### src/rtl/mem_writeback.sv
// Memory/writeback stage: ALU results retire in one cycle; loads and stores go through a
// valid/ready data-memory request, with misalignment detection and an optional load-response timeout.
module mem_writeback #(
  parameter int LOAD_TIMEOUT = 256
) (
  input  logic        clk,
  input  logic        reset,
  input  logic        in_valid,
  output logic        in_ready,
  input  logic [63:0] in_data,
  input  logic [63:0] in_addr,
  input  logic [4:0]  in_dest,
  input  logic        in_load,
  input  logic        in_store,
  input  logic [2:0]  in_funct3,
  output logic        dmem_req_valid,
  input  logic        dmem_req_ready,
  output logic [63:0] dmem_req_addr,
  output logic        dmem_req_we,
  output logic [63:0] dmem_req_wdata,
  output logic [7:0]  dmem_req_strb,
  input  logic        dmem_resp_valid,
  input  logic [63:0] dmem_resp_data,
  output logic        wb_en,
  output logic [4:0]  wb_reg,
  output logic [63:0] wb_data,
  output logic        err_misaligned,
  output logic        err_timeout
);

  typedef enum logic [1:0] {IDLE, REQ, WAIT} state_t;

  localparam int CW = (LOAD_TIMEOUT > 1) ? $clog2(LOAD_TIMEOUT) : 1;

  state_t        state;
  logic [CW-1:0] wait_cnt;
  logic [2:0]    ld_off;
  logic [2:0]    ld_funct3;
  logic [4:0]    ld_dest;

  logic [3:0]    size_b;
  logic [7:0]    size_mask;
  logic          misaligned;
  logic [63:0]   resp_shift;
  logic [63:0]   load_val;

  assign in_ready = (state == IDLE);

  always_comb begin
    size_b    = 4'd1;
    size_mask = 8'h01;
    case (in_funct3[1:0])
      2'd0: begin size_b = 4'd1; size_mask = 8'h01; end
      2'd1: begin size_b = 4'd2; size_mask = 8'h03; end
      2'd2: begin size_b = 4'd4; size_mask = 8'h0F; end
      default: begin size_b = 4'd8; size_mask = 8'hFF; end
    endcase
    misaligned = ({1'b0, in_addr[2:0]} + size_b) > 4'd8;
  end

  // Response lane extraction uses the latched offset/funct3, not the live inputs.
  always_comb begin
    resp_shift = dmem_resp_data >> {ld_off, 3'b000};
    load_val   = resp_shift;
    case (ld_funct3[1:0])
      2'd0: load_val = ld_funct3[2] ? {56'd0, resp_shift[7:0]}
                                    : {{56{resp_shift[7]}}, resp_shift[7:0]};
      2'd1: load_val = ld_funct3[2] ? {48'd0, resp_shift[15:0]}
                                    : {{48{resp_shift[15]}}, resp_shift[15:0]};
      2'd2: load_val = ld_funct3[2] ? {32'd0, resp_shift[31:0]}
                                    : {{32{resp_shift[31]}}, resp_shift[31:0]};
      default: load_val = resp_shift;
    endcase
  end

  always_ff @(posedge clk) begin
    if (reset) begin
      state          <= IDLE;
      wait_cnt       <= '0;
      ld_off         <= '0;
      ld_funct3      <= '0;
      ld_dest        <= '0;
      dmem_req_valid <= 1'b0;
      dmem_req_addr  <= '0;
      dmem_req_we    <= 1'b0;
      dmem_req_wdata <= '0;
      dmem_req_strb  <= '0;
      wb_en          <= 1'b0;
      wb_reg         <= '0;
      wb_data        <= '0;
      err_misaligned <= 1'b0;
      err_timeout    <= 1'b0;
    end else begin
      wb_en          <= 1'b0;
      err_misaligned <= 1'b0;
      err_timeout    <= 1'b0;
      case (state)
        IDLE: begin
          if (in_valid) begin
            if (!in_load && !in_store) begin
              wb_en   <= (in_dest != 5'd0);
              wb_reg  <= in_dest;
              wb_data <= in_data;
            end else if (misaligned) begin
              err_misaligned <= 1'b1;
            end else begin
              // Store wins when both flags are set.
              dmem_req_valid <= 1'b1;
              dmem_req_addr  <= {in_addr[63:3], 3'b000};
              dmem_req_we    <= in_store;
              dmem_req_wdata <= in_store ? (in_data << {in_addr[2:0], 3'b000}) : 64'd0;
              dmem_req_strb  <= in_store ? (size_mask << in_addr[2:0]) : 8'd0;
              ld_off         <= in_addr[2:0];
              ld_funct3      <= in_funct3;
              ld_dest        <= in_dest;
              state          <= REQ;
            end
          end
        end
        REQ: begin
          if (dmem_req_ready) begin
            dmem_req_valid <= 1'b0;
            wait_cnt       <= '0;
            state          <= dmem_req_we ? IDLE : WAIT;
          end
        end
        WAIT: begin
          if (dmem_resp_valid) begin
            wb_en   <= (ld_dest != 5'd0);
            wb_reg  <= ld_dest;
            wb_data <= load_val;
            state   <= IDLE;
          end else if (LOAD_TIMEOUT != 0 && wait_cnt == CW'(LOAD_TIMEOUT - 1)) begin
            err_timeout <= 1'b1;
            state       <= IDLE;
          end else begin
            wait_cnt <= wait_cnt + 1'b1;
          end
        end
        default: state <= IDLE;
      endcase
    end
  end

endmodule
### config.mk
export PLATFORM = sky130hd
export DESIGN_NAME = mem_writeback
export DESIGN_NICKNAME = d
export VERILOG_FILES = /design/src/rtl/mem_writeback.sv
export SDC_FILE = /design/constraint.sdc
export NUM_CORES = 1
export LEC_CHECK = 0
export BUFFER_PORTS_ARGS = -buffer_cell sky130_fd_sc_hd__buf_2
export CAP_MARGIN = 40
export CORE_MARGIN = 2
export CORE_UTILIZATION = 40
export DETAILED_ROUTE_END_ITERATION = 6
export GPL_ROUTABILITY_DRIVEN = 0
export PLACE_DENSITY = 0.66
export RECOVER_POWER = 100
export SYNTH_ARGS = -nofsm -noshare
export SYNTH_HDL_FRONTEND = slang
export SYNTH_SLANG_ARGS = --single-unit
### constraint.sdc
create_clock -name clk -period 3.5 [get_ports clk]
set_input_delay 0.525 -clock clk [delete_from_list [all_inputs] [get_ports clk]]
set_output_delay 0.525 -clock clk [all_outputs]
set_load 0.02 [all_outputs]
Word level (Yosys, flattened, before mapping)
Cells that the tools add are included.

cells by class
  multiplexer cells = 39
  add/sub/neg operators = 2
  order comparisons = 1
  $mul = 0
  reduce and logical (&&, ||, !) cells = 18
  shifts and indexed selects = 3
  div/mod/pow operators = 0
  eq/ne operators = 16
  bitwise gates (word level) = 5

operators by type and width
  kind                                                              count
  64-bit two-way mux                                                7
  64-bit one-hot mux with 3 select lines                            1
  64-bit one-hot mux with 2 select lines                            1
  64-bit by 6-bit left shift with 64-bit output                     1
  64-bit by 6-bit >> shifter with 64-bit output                     1
  8-bit two-way mux                                                 4
  8-bit one-hot mux with 3 select lines                             1
  8-bit one-hot mux with 2 select lines                             1
  5-bit two-way mux                                                 3
  2-bit two-way mux                                                 7
  2-bit inequality test (second input constant)                     7
  4-bit one-hot mux with 3 select lines                             1
  4-bit AND reduction                                               3
  5-bit one-hot mux with 2 select lines                             1
  5-bit AND reduction                                               2
  5-bit nonzero test                                                2
  1-bit two-way mux                                                 9
  8-bit by 1-bit adder with 8-bit output (second input constant)    1
  8-bit == test (second input constant)                             1
  8-bit by 3-bit left shift with 8-bit output                       1
  2-bit by 1-bit == test with 1-bit output (second input constant)  3
  2-bit == test (second input constant)                             3
  2-bit logical NOT                                                 3
  2-bit one-hot mux with 3 select lines                             1
  11 further kinds                                                  19

word-level totals
  word-level logic and storage cells = 99
  input bits = 207
  memory bits (read-only) = 0
  flip-flop bits (word level) = 228
  RAM bits = 0
  memories kept = 0
  output and inout port bits = 211
  latch bits = 0

Logic depth before layout (Yosys ltp)
  depth in word-level cells = 8
  depth in mapped cells = 11
  depth with buffers taken out = 8

Worst setup path before layout
Ideal clock, no wire load.

  path type = input-to-reg
  start point = in in_funct3[0]
  end point = reg state[1]
  required time = 3,414 ps
  slack = 611 ps
  stages = 9
  arrival time = 2,803 ps
  buffers on the path = 1
  setup time = 86 ps
  path through = clkbuf_1 nor2_1 ha_1 fa_1 xor2_1 xnor2_1 a211oi_1 or4b_2 a211oi_1

on the way
  cells in the longest elaborated chain, start to end = 6
  elaborated cells on any way between the ends = 8
  those cells by class = 1 x add/sub; 1 x order compare; 3 x eq/ne; 1 x mux; 2 x reduce/logical

RTL lines
  what                                        line  source
  from (decl)                                 15    input logic [2:0] in_funct3,
  2-bit == test (tied with other cells)       52    case (in_funct3[1:0])
  4-bit one-hot mux with 3 select lines (*)   52
  3-bit by 4-bit adder with 4-bit output (*)  58    misaligned = ({1'b0, in_addr[2:0]} + size_b) > 4'd8;
  4-bit > comparator (*)                      58
  2-bit inequality test (no source line) (*)  -
  5-bit AND reduction (no source line) (*)    -
  to (signal assigned)                        124   state <= dmem_req_we ? IDLE : WAIT;
  to (decl)                                   35    state_t state;

Mark *: on every way between the ends. The rest lies on a longest branch, timed or not.
A chain may end at the register's enable or synchronous reset.

Final worst setup path
  start point = reg state[1]
  end point = reg wb_data[57]

on the way
  cells in the longest elaborated chain, start to end = 3
  elaborated cells on any way between the ends = 8
  those cells by class = 4 x eq/ne; 1 x mux; 3 x reduce/logical

RTL lines
  what                                                            line  source
  2-bit == test or 2-bit logical NOT (tied branches)              97    case (state)
  2-bit inequality test (no source line) (tied with other cells)  -
  4-bit AND reduction (no source line)                            -
  to (signal assigned)                                            103   wb_data <= in_data;
  to (signal assigned)                                            131   wb_data <= load_val;
  to (decl)                                                       26    output logic [63:0] wb_data,

Several ways; a longest one is shown, not always the timed one.

==> reports/results.ini <==
[clock_tree]
post_cts_resized=0
postCtsSetupRepairBufs=0
cts.clk_slew.worst_paths_ns=0.06
cts_hold_buf=0
root_buffer=clkbuf_16
cts_sinks=228
h-tree-depth=1
clockBufferDepth=3
cts_inserted_buffers=28
cts_tree=yes
insertion_delay_ns=0.54

[sta]
maxSlewViolCount=0
clock_skew_ns=0.00984
max_freq_ghz=0.311
slew_headroom_pct=4.34
min_period_ns=3.21
final.setup.tns_ns=0
finalSetupViolCount=0
hold_viol=0
worst_pin_slew_ns=1.43
period_share_pct=91.8
rsz0062_at_grt=false

[critical_path]
crit_slowest_cell=a21oi_1
critPathMaxFanout=29
path_cells=or4b_1 > a21oi_1 > clkbuf_2 > o21ai_0 > a221oi_1
critical_path_class=reg -> reg
crit_buf_inv=1
crit_family=compound AO/OA/AOI/OAI gates
crit_path_max_incr_delay_ns=0.67
critPathLaunchType=register
reg2reg_depth=5
worstReg2RegEnd=wb_data[57]
arrival_ns=3.66
required_ns=3.95
worst_setup_path_end_kind=register
reg2reg_slack_ns=0.29
r2r-start=state[1]

[placed_design]
place_hpwl_um=37800
portBuffers=414

[hold_path]
worst_hold_path.endpoint=dmem_req_addr[50]
hp-start=in_addr[50]
holdPathStages=3
hold_path_class=in -> reg

[yosys]
async_reset_ff_share_pct=0
synth-seq-cells=228
yosys-top-cells-area=dfxtp_1 36%, mux2i_1 7.9%, o21ai_0 5.4%, a21oi_1 4.5%, mux4_2 4.3%
synthFlopType=dfxtp_1
synth_cell_types=69
synth_largest_area_cell=dfxtp_1
syn_avg_cell_area_um2=8.95
syn_inst=1414
ys_seq_area_share_pct=36.1
yosys_warnings=0
synth_top_area_share_pct=36.1
post-synth-top-count-cell=dfxtp_1
netlist_area_um2=12600
synth_common_cells=228 x dfxtp_1, 136 x o21ai_0, 115 x a21oi_1, 100 x mux2i_1, 98 x nor2_1
synth_edf_count=0

[drt]
vias=13200
wl_per_cell_um=23.6
routed_via_density=6.09
finalWirelength_um=51100
drc_errors=0
drtAntennaViolNets=0
dr.pass1.iters=6
first_iter_violations=1426

[power_and_ir_drop]
power.total_w=0.00730
power.leakage_nw=5.71
ir_drop_mv=0.331
p_per_area_nw_per_um2=468

[finish]
register_area_um2=4570
multi_input_comb_area_um2=7360
syn_to_final_growth_pct=23.2
fillers=3076
reg_top3=dmem_req_wdata: 64 flops, wb_data: 64 flops, dmem_req_addr: 61 flops
drive_above_1_share_pct=21.6
nets=1952

[global_routing]
overflow=0
grt_pass1_vias=12300
track_usage_pct=29.4
grt_pass1_wl_um=75600
grt_max_degree=80
grt_antenna_before_repair=3

[die]
rows=65
fp.dieW_um=182
core_area_um2=31300
io_pins=418
chipHeight_um=182
die-area_um2=33100
start_util_pct=40.4

[job]
maxCapViolations=0

[run_status]
status=completed

## cell families after synthesis
family,synth area share (%)
other cells,0.0296
buf+inv,5.74
simple gates,13.6
flops,36.1
mux,14.2
fa+ha+maj,0.455
xor+xnor,0.554
compound gates,29.3
## tightest hold or removal path: stages
cell     delay [ns]
buf_2          0.10
nand3_1        0.05
a21oi_1        0.05
## report_power, final
group / switching [W] / leakage [nW] / internal, W / total (W)
clock network: 0.00120 / 0.467 / 0.00181 / 0.00300
logic: 0.000972 / 3.38 / 0.000508 / 0.00148
registers: 0.0000931 / 1.85 / 0.00272 / 0.00281
## area by class of cell
| cell class | instances | share of cell area [%] |
|---|---|---|
| repair buffers | 450 | 13.9 |
| multi-input cells | 1029 | 47.3 |
| clock buffers | 36 | 5.02 |
| well taps | 402 | 3.23 |
| flip-flops and latches | 228 | 29.3 |
| clock inverters | 16 | 1.16 |
| diodes | 1 | 0.0161 |
| inverters | 4 | 0.0964 |
## per-layer routing
layer	GRT usage [%]	part of all wire (%)	vias to the layer above	wire, um
met1	37.6	39	6315	20100
li1	-	-	5956	-
met2	47.4	45	793	22800
met4	11.9	4.9	0	2520
met3	7.68	11	136	5600
met5	0	0	-	0
## how the worst max path moves through the flow
stage                 startpoint                end  slack (ns)  cells after the start
CTS                    ld_off[1]        wb_data[32]        0.77                      6
global route           ld_off[1]        wb_data[34]        0.30                      8
global placement    in_funct3[0]  dmem_req_addr[53]        0.38                      9
floorplan           in_funct3[0]           state[1]        0.61                      9
finish                  state[1]        wb_data[57]        0.29                      5
detailed placement  in_funct3[0]  dmem_req_addr[19]        0.26                      9
## cell usage in the layout, fill, tap and decap left out, types with 17 or more instances in the layout
cell / count
a211oi_1: 28
a21o_1: 22
a21oi_1: 116
a22o_1: 37
a22oi_1: 35
a311oi_1: 22
buf_2: 202
buf_4: 29
clkbuf_1: 214
clkbuf_16: 29
dfxtp_1: 226
mux2_2: 21
mux2i_1: 100
mux4_2: 24
nand2_1: 92
nand2b_1: 17
nand3_1: 76
nor2_1: 98
nor2b_1: 26
nor3_1: 39
o21ai_0: 135
o2bb2ai_1: 17
## through the flow
stage | setup WS, ns | instance area [um2] | utilization (%) | hold slack, ns | cells
finish | 0.287 | 15600 | 49.8 | 0.232 | 2166
detailed placement | 0.257 | 14900 | 47.7 | 0.434 | 2113
CTS | 0.770 | 15900 | 50.8 | 0.211 | 2165
floorplan | 0.611 | 12700 | - | 0.464 | 1416
global route | 0.295 | 15600 | 49.7 | 0.224 | 2165
global placement | 0.375 | 14900 | 47.6 | 0.434 | 2111
Note: power is estimated with default switching activity, not from simulation.
